### config.mk
export PLATFORM = sky130hd
export DESIGN_NAME = regfile_writeback
export DESIGN_NICKNAME = d
export VERILOG_FILES = /design/src/rtl/regfile_writeback_pkg.sv /design/src/rtl/regfile_writeback_core.sv /design/src/rtl/regfile_writeback.sv
export SDC_FILE = /design/constraint.sdc
export NUM_CORES = 2
export LEC_CHECK = 0
export ABC_AREA = 1
export BUFFER_PORTS_ARGS = -buffer_cell sky130_fd_sc_hd__buf_2
export CORE_AREA = 2 2 482 484
export CTS_CLUSTER_SIZE = 14
export DETAILED_ROUTE_END_ITERATION = 8
export DIE_AREA = 0 0 484 486
export PLACE_DENSITY = 0.53
export SYNTH_ARGS = -nofsm -noshare
export SYNTH_HDL_FRONTEND = slang
export SYNTH_HIERARCHICAL = 1
export SYNTH_SLANG_ARGS = --single-unit
### constraint.sdc
create_clock -name clk -period 4.3 [get_ports clk]
set_input_delay 0.86 -clock clk [delete_from_list [all_inputs] [get_ports clk]]
set_output_delay 0.86 -clock clk [all_outputs]
set_load 0.03 [all_outputs]
### src/rtl/regfile_writeback_pkg.sv
// Shared widths and the pending-result record for the writeback stage.
package regfile_writeback_pkg;

  localparam int unsigned BIN_DIG   = 32;
  localparam int unsigned REG_NUM   = 32;
  localparam int unsigned REG_IDX_W = 5;

  typedef struct packed {
    logic                 valid;
    logic [REG_IDX_W-1:0] rd;
    logic [BIN_DIG-1:0]   data;
  } wb_entry_t;

endpackage

### src/rtl/regfile_writeback_core.sv
// General register array: one write port, two combinational read ports, full array out.
// x0 is hard-wired to zero on every output and never written.
import regfile_writeback_pkg::*;

module regfile_core #(
  parameter int unsigned BIN_DIG = 32,
  parameter int unsigned REG_NUM = 32,
  parameter int unsigned IDX_W   = 5
) (
  input  logic                            clk,
  input  logic                            rst_n,
  input  logic                            i_we,
  input  logic [IDX_W-1:0]                i_waddr,
  input  logic [BIN_DIG-1:0]              i_wdata,
  input  logic [IDX_W-1:0]                i_raddr1,
  input  logic [IDX_W-1:0]                i_raddr2,
  output logic [BIN_DIG-1:0]              o_rdata1,
  output logic [BIN_DIG-1:0]              o_rdata2,
  output logic [REG_NUM-1:0][BIN_DIG-1:0] o_regs
);

  logic [REG_NUM-1:0][BIN_DIG-1:0] r_regs;

  always_ff @(posedge clk or negedge rst_n) begin
    if (!rst_n) begin
      r_regs <= '0;
    end else if (i_we && (i_waddr != '0)) begin
      r_regs[i_waddr] <= i_wdata;
    end
  end

  always_comb begin
    o_regs    = r_regs;
    o_regs[0] = '0;
    o_rdata1  = (i_raddr1 == '0) ? '0 : r_regs[i_raddr1];
    o_rdata2  = (i_raddr2 == '0) ? '0 : r_regs[i_raddr2];
  end

endmodule

### src/rtl/regfile_writeback.sv
// Writeback stage: capture one result per cycle, commit into the register file, count commits.
// Define WB_BYPASS_EN to forward the pending result to the read ports one cycle early.
import regfile_writeback_pkg::*;

module regfile_writeback #(
  parameter int unsigned BIN_DIG = 32,
  parameter int unsigned REG_NUM = 32
) (
  input  logic                            clk,
  input  logic                            rst_n,
  input  logic                            exec_valid,
  input  logic [REG_IDX_W-1:0]            exec_rd,
  input  logic [BIN_DIG-1:0]              exec_value,
  input  logic                            load_active,
  input  logic [REG_IDX_W-1:0]            load_rd,
  input  logic [BIN_DIG-1:0]              load_value,
  input  logic                            stall,
  input  logic                            flush,
  input  logic [REG_IDX_W-1:0]            rs1_addr,
  input  logic [REG_IDX_W-1:0]            rs2_addr,
  output logic [BIN_DIG-1:0]              rs1_data,
  output logic [BIN_DIG-1:0]              rs2_data,
  output logic [REG_NUM-1:0][BIN_DIG-1:0] curr_general_reg,
  output logic [63:0]                     instret,
  output logic                            collision_err
);

  wb_entry_t          r_pend;
  wb_entry_t          w_pend_d;
  logic [63:0]        r_instret;
  logic               r_coll;
  logic               w_take;
  logic               w_commit;
  logic [BIN_DIG-1:0] w_rdata1;
  logic [BIN_DIG-1:0] w_rdata2;

  assign w_take   = !stall && !flush;
  assign w_commit = r_pend.valid && w_take;

  // Load wins over exec; flush beats stall and drops whatever is presented.
  always_comb begin
    w_pend_d = r_pend;
    if (flush) begin
      w_pend_d.valid = 1'b0;
    end else if (!stall) begin
      if (load_active) begin
        w_pend_d = '{valid: 1'b1, rd: load_rd, data: load_value};
      end else if (exec_valid) begin
        w_pend_d = '{valid: 1'b1, rd: exec_rd, data: exec_value};
      end else begin
        w_pend_d = '0;
      end
    end
  end

  always_ff @(posedge clk or negedge rst_n) begin
    if (!rst_n) begin
      r_pend    <= '0;
      r_instret <= '0;
      r_coll    <= 1'b0;
    end else begin
      r_pend <= w_pend_d;
      if (w_commit) begin
        r_instret <= r_instret + 64'd1;
      end
      if (w_take && load_active && exec_valid) begin
        r_coll <= 1'b1;
      end
    end
  end

  regfile_core #(
    .BIN_DIG (BIN_DIG),
    .REG_NUM (REG_NUM),
    .IDX_W   (REG_IDX_W)
  ) u_core (
    .clk      (clk),
    .rst_n    (rst_n),
    .i_we     (w_commit),
    .i_waddr  (r_pend.rd),
    .i_wdata  (r_pend.data),
    .i_raddr1 (rs1_addr),
    .i_raddr2 (rs2_addr),
    .o_rdata1 (w_rdata1),
    .o_rdata2 (w_rdata2),
    .o_regs   (curr_general_reg)
  );

`ifdef WB_BYPASS_EN
  always_comb begin
    rs1_data = w_rdata1;
    rs2_data = w_rdata2;
    if (r_pend.valid && (r_pend.rd == rs1_addr) && (rs1_addr != '0)) rs1_data = r_pend.data;
    if (r_pend.valid && (r_pend.rd == rs2_addr) && (rs2_addr != '0)) rs2_data = r_pend.data;
  end
`else
  assign rs1_data = w_rdata1;
  assign rs2_data = w_rdata2;
`endif

  assign instret       = r_instret;
  assign collision_err = r_coll;

endmodule

After elaboration in Yosys (flattened, before gate mapping)
Index checks and enable logic that the tools add are counted.
- add/subtract/negate cells: 1
- $lt $le $gt $ge: 4
- equality and inequality tests: 1
- multiplexer cells: 13
- bitwise logic cells: 2
- reductions and logical operators: 12
- operator list (operator ; count):
    $bwmux 1024 ; 1
    $bmux 32 s5 ; 2
    $demux 32 s5 ; 1
    $mux 32 ; 5
    $mux 38 ; 3
    $add 64x1->64 const B ; 1
    $lt 5x6->1 const B ; 3
    $logic_not 5->1 ; 2
    $logic_and 1x1->1 ; 6
    $ge 5x1->1 const B ; 1
    $reduce_bool 5->1 ; 1
    $logic_not 1->1 ; 2
    $ne 2x1->1 const B ; 1
    $not 1->1 ; 2
    $reduce_and 2->1 ; 1
    $mux 1 ; 1
- flip-flop bits (word level): 1127
- output and inout port bits: 1153
- word-level logic and storage cells: 70

Longest topological paths before layout
- word-level depth: 5
- gate-level depth with buffers: 12
- mapped depth without buffers: 11

Cells and area by module
Netlist, hierarchy kept.
- by module, submodules not included (module ; times used ; cells each ; area each (um^2) ; seq. area each (um^2)):
    regfile_core ; 1 ; 9325 ; 64053.9 ; 25624.6
    regfile_writeback ; 1 ; 684 ; 5559.1 ; 2577.5

Worst setup path before layout
No wires, ideal clock.
- path kind: input-to-output
- from: input rs2_addr[0]
- to: output rs2_data[1]
- arrival time: 2.492 ns
- required time: 3.440 ns
- path slack: 0.948 ns
- cell stages on the path: 12
- buffers on the path: 3
- path through: buf_2 inv_2 clkbuf_1 clkbuf_1 nand2_1 nand3_1 nand3_1 nand2_1 nand2_1 nand3_1 nand2_1 nor2_1
- cells in the longest elaborated chain, start to end: 3
- elaborated cells on any way between the ends: 4
- those cells by class: 3 x mux; 1 x reduce/logical
- RTL lines (what ; RTL line ; source):
    from (decl) ; regfile_writeback.sv:20 ; input logic [REG_IDX_W-1:0] rs2_addr,
    $bmux 32 s5 ; regfile_writeback_core.sv:36 ; o_rdata2 = (i_raddr2 == '0) ? '0 : r_regs[i_raddr2];
    $mux 32 (implied by the code) ; regfile_writeback_core.sv:36 ;
    $mux 32 * ; regfile_writeback_core.sv:36 ;
    to (decl) ; regfile_writeback.sv:22 ; output logic [BIN_DIG-1:0] rs2_data,
Mark *: on every way between the ends. The rest lies on a longest branch, timed or not. The select of a mux whose other input is x is not followed.

Worst setup path after layout
- from: input rs1_addr[2]
- to: output rs1_data[8]
- cells in the longest elaborated chain, start to end: 3
- elaborated cells on any way between the ends: 4
- those cells by class: 3 x mux; 1 x reduce/logical
- RTL lines (what ; RTL line ; source):
    from (decl) ; regfile_writeback.sv:19 ; input logic [REG_IDX_W-1:0] rs1_addr,
    $bmux 32 s5 ; regfile_writeback_core.sv:35 ; o_rdata1 = (i_raddr1 == '0) ? '0 : r_regs[i_raddr1];
    $mux 32 (implied by the code) ; regfile_writeback_core.sv:35 ;
    $mux 32 * ; regfile_writeback_core.sv:35 ;
    to (decl) ; regfile_writeback.sv:21 ; output logic [BIN_DIG-1:0] rs1_data,
Marked as above.

==> flow_summary.json <==
{
  "num_io_pins": 1243,
  "htreeDepth": 4,
  "finalWorstSetupSlack_ns": -0.05322,
  "dr.max_layer_used": "met5",
  "synthArstFlopShare_pct": 100.0,
  "final.setup_skew_ns": 0.04108,
  "clk_latency_ns": 0.82,
  "worst_pin_slew_ns": 1.209,
  "synth_edf_count": 0,
  "hold_buffers": 0,
  "dpl_worst_slack_ns": -0.3712,
  "clockBufferDepth": 3,
  "final_nets": 10010,
  "drive_gt1_share_pct": 18.98,
  "worst_setup_path_end_kind": "output pin",
  "crit_end": "rs1_data[8]",
  "initial_core_util_pct": 30.34,
  "core_area_um2": 229500,
  "drt-initial-drc-count": 9779,
  "layoutNonFillerInstCount": 13070,
  "post-route-drc-count": 0,
  "ys_top_cells_by_count": "3533 x nand2_1, 1409 x nand3_1, 1127 x dfrtp_1, 1025 x buf_4, 971 x o21ai_0",
  "io_buffers": 1210,
  "ys_seq_elements": 1127,
  "place_area_um2": 72760,
  "crit_type": "input port to output pin",
  "cp_slowest_stage_delay_ns": 0.52,
  "fillerInstances": 24690,
  "die_area_um2": 235200,
  "rrSetupSlack_ns": 1.46,
  "cp_cell_sequence": "buf_6, buf_12, buf_4, nand2_1, nand2_1, nor2_1, nor2_1, nor2_1, buf_4, buf_2",
  "drt-pass1-iter-count": 8,
  "fin_crit_sh_pct": 101.2,
  "syn-cell-area_um2": 69610,
  "violations": "negative setup slack",
  "p_leak_uw": 0.03801,
  "vias": 71540,
  "worst-path-max-fanout": 66,
  "synth.top_cell.area_share_pct": 40.51,
  "clk_pin_slew_ns": 0.06,
  "antenna_found_initial": 32,
  "max_freq_mhz": 229.7,
  "clock-root-buffer": "clkbuf_16",
  "yosysTopAreaCell": "dfrtp_1",
  "place_hpwl_mm": 301.6,
  "seq_area_frac_synth_pct": 40.51,
  "worstPathRequired_ns": 3.44,
  "grt_overflow_total": 0,
  "setup_viol": 3,
  "r2r_start": "r_pend[35]",
  "fin_crit_ns": 4.353,
  "status": "finished, violations left",
  "antenna_left": 0,
  "die_h_um": 486,
  "slowest_stage": "nor2_1",
  "die_w_um": 484,
  "maxSlewViolCount": 0,
  "first_global_vias": 65360,
  "rsz0062_at_grt": "no",
  "r2r-end": "u_core/o_regs[992]",
  "vias_per_cell": 5.474,
  "cts_tree": "done",
  "grt_pass1_wl_mm": 554.6,
  "synth-main-ff-cell": "dfrtp_1",
  "wl_per_cell_um": 31.41,
  "crit_start": "rs1_addr[2]",
  "crit_top_cell": "nor2_1",
  "relSlewSlack_pct": 19.38,
  "wl_met2_mm": 181.4,
  "pwr_density_cell_nw_per_um2": 415.1,
  "rows": 176,
  "cts_buffers": 142,
  "grt_max_degree": 105,
  "cts_sinks": 1127,
  "place_congestion": 0.9995,
  "hold_viol": 0,
  "ys_types": 35,
  "drt_wl_total_mm": 410.5,
  "grt_usage_pct": 33.60,
  "avgSynthCellArea_um2": 6.955,
  "dp.cells": 12800,
  "worst_r2r_path_depth": 6,
  "arrival_ns": 3.49,
  "synth_area_leaders": "dfrtp_1 41%, nand2_1 19%, buf_4 11%, nand3_1 10%, o21ai_0 7.0%",
  "wl_met1_mm": 152.0,
  "drv_cap": 0,
  "design_area_um2": 77720,
  "post-synth-top-count-cell": "nand2_1",
  "hold_class": "input port to asynchronous set/reset pin",
  "syn2layout_area_growth_pct": 11.64,
  "synth_cells": 10010,
  "wl_met3_mm": 45.03,
  "setup.worst_path.start_class": "input port",
  "ir_drop_v": 0.0004068,
  "ys_warn_count": 6
}
==> report_power, final <==
group / internal (uW) / switching (uW) / leakage, uW / total [uW]
combinational: 1650 / 5430 / 0.0201 / 7070
clock: 7540 / 5330 / 0.00238 / 12900
sequential: 11300 / 1060 / 0.0156 / 12300
==> worst max-delay path: cells and delay by family <==
family / cells / cell delay [ns]
simple gates: 5 / 1.08
buf+inv: 5 / 1.28
==> metrics by stage <==
stage	setup TNS, ns	hold slack [ns]	utilization (%)	power, uW
after detailed placement	-0.3712	0.3901	31.71	19450
after CTS	0	0.09019	33.85	32290
after global routing	0	0.1034	33.86	33190
final	-0.06255	0.09787	33.87	32260
after global placement	-0.3732	0.3857	31.71	19380
after floorplan	0	0.4508	-	16510
==> what timing repair did <==
item                                    4_1_cts  5_1_grt
cloned                                        0        0
setup buffers                                 0        0
hold endpoints to repair                      0        0
endpoints found under the setup margin        1        2
pin swaps                                     0        0
resized for setup                             2        2
==> final cells by class <==
| cell class | instances | area, um2 | area share (%) |
|---|---|---|---|
| Multi-Input combinational cell | 6974 | 30490 | 39.24 |
| Sequential cell | 1127 | 28200 | 36.29 |
| Timing Repair Buffer | 1530 | 9702 | 12.48 |
| Clock buffer | 186 | 3981 | 5.123 |
| Tap cell | 3026 | 3786 | 4.872 |
| Clock inverter | 73 | 938.4 | 1.207 |
| Inverter | 143 | 586.8 | 0.7551 |
| Antenna cell | 10 | 25.02 | 0.03220 |
==> layout by cell type (no fill, tap or decap), types with 10 or more instances in the layout <==
cell	count
nor3_2	11
dfrtp_1	1127
nor2_2	14
buf_2	1194
clkbuf_1	20
a22oi_1	37
a21oi_1	248
diode_2	10
clkinvlp_4	14
nor2_4	17
nand2_1	3515
conb_1	32
inv_2	33
clkbuf_16	144
nand2_4	16
nand4_1	18
o21ai_0	971
clkinv_2	23
xor2_1	25
nand3_1	1407
xnor2_1	23
buf_4	235
bufinv_16	16
nand2_2	26
inv_1	100
clkbuf_8	22
o21ai_1	37
nor3_1	18
buf_12	92
nor2_1	541
==> worst min-delay path by stage <==
| stage | start | end | cells after the start |
|---|---|---|---|
| finish | rst_n | u_core/o_regs[260] | 1 |
| global route | rst_n | u_core/o_regs[260] | 1 |
| CTS | rst_n | u_core/o_regs[260] | 1 |
| detailed placement | u_core/r_regs[20] | u_core/r_regs[20] | 0 |
| global placement | u_core/r_regs[19] | u_core/r_regs[19] | 0 |
| floorplan | u_core/r_regs[0] | u_core/r_regs[0] | 1 |
==> per-layer routing <==
layer	GRT usage, %	up-vias
met4	21.91	8
met2	52.03	4805
met1	40.52	34760
met5	0	-
met3	9.995	869
li1	-	31100
==> flip-flops by register name (all words and copies together), names as in the netlist <==
signal	flops
r_pend	38
u_core/o_regs	992
instret	64
collision_err	1
u_core/r_regs	32
==> logic make-up after synthesis <==
kind of cell / after synthesis / synth area share [%]
other: 1 / 0.005387
xor gates and xnor gates: 48 / 0.6039
DFF: 1127 / 40.51
and+or+nand+nor: 5598 / 33.32
adders and majority gates: 1 / 0.01797
buffers and inverters: 1939 / 16.09
AOI/OAI and AO/OA: 1295 / 9.452
No activity file was read; power rests on OpenSTA's default activity.
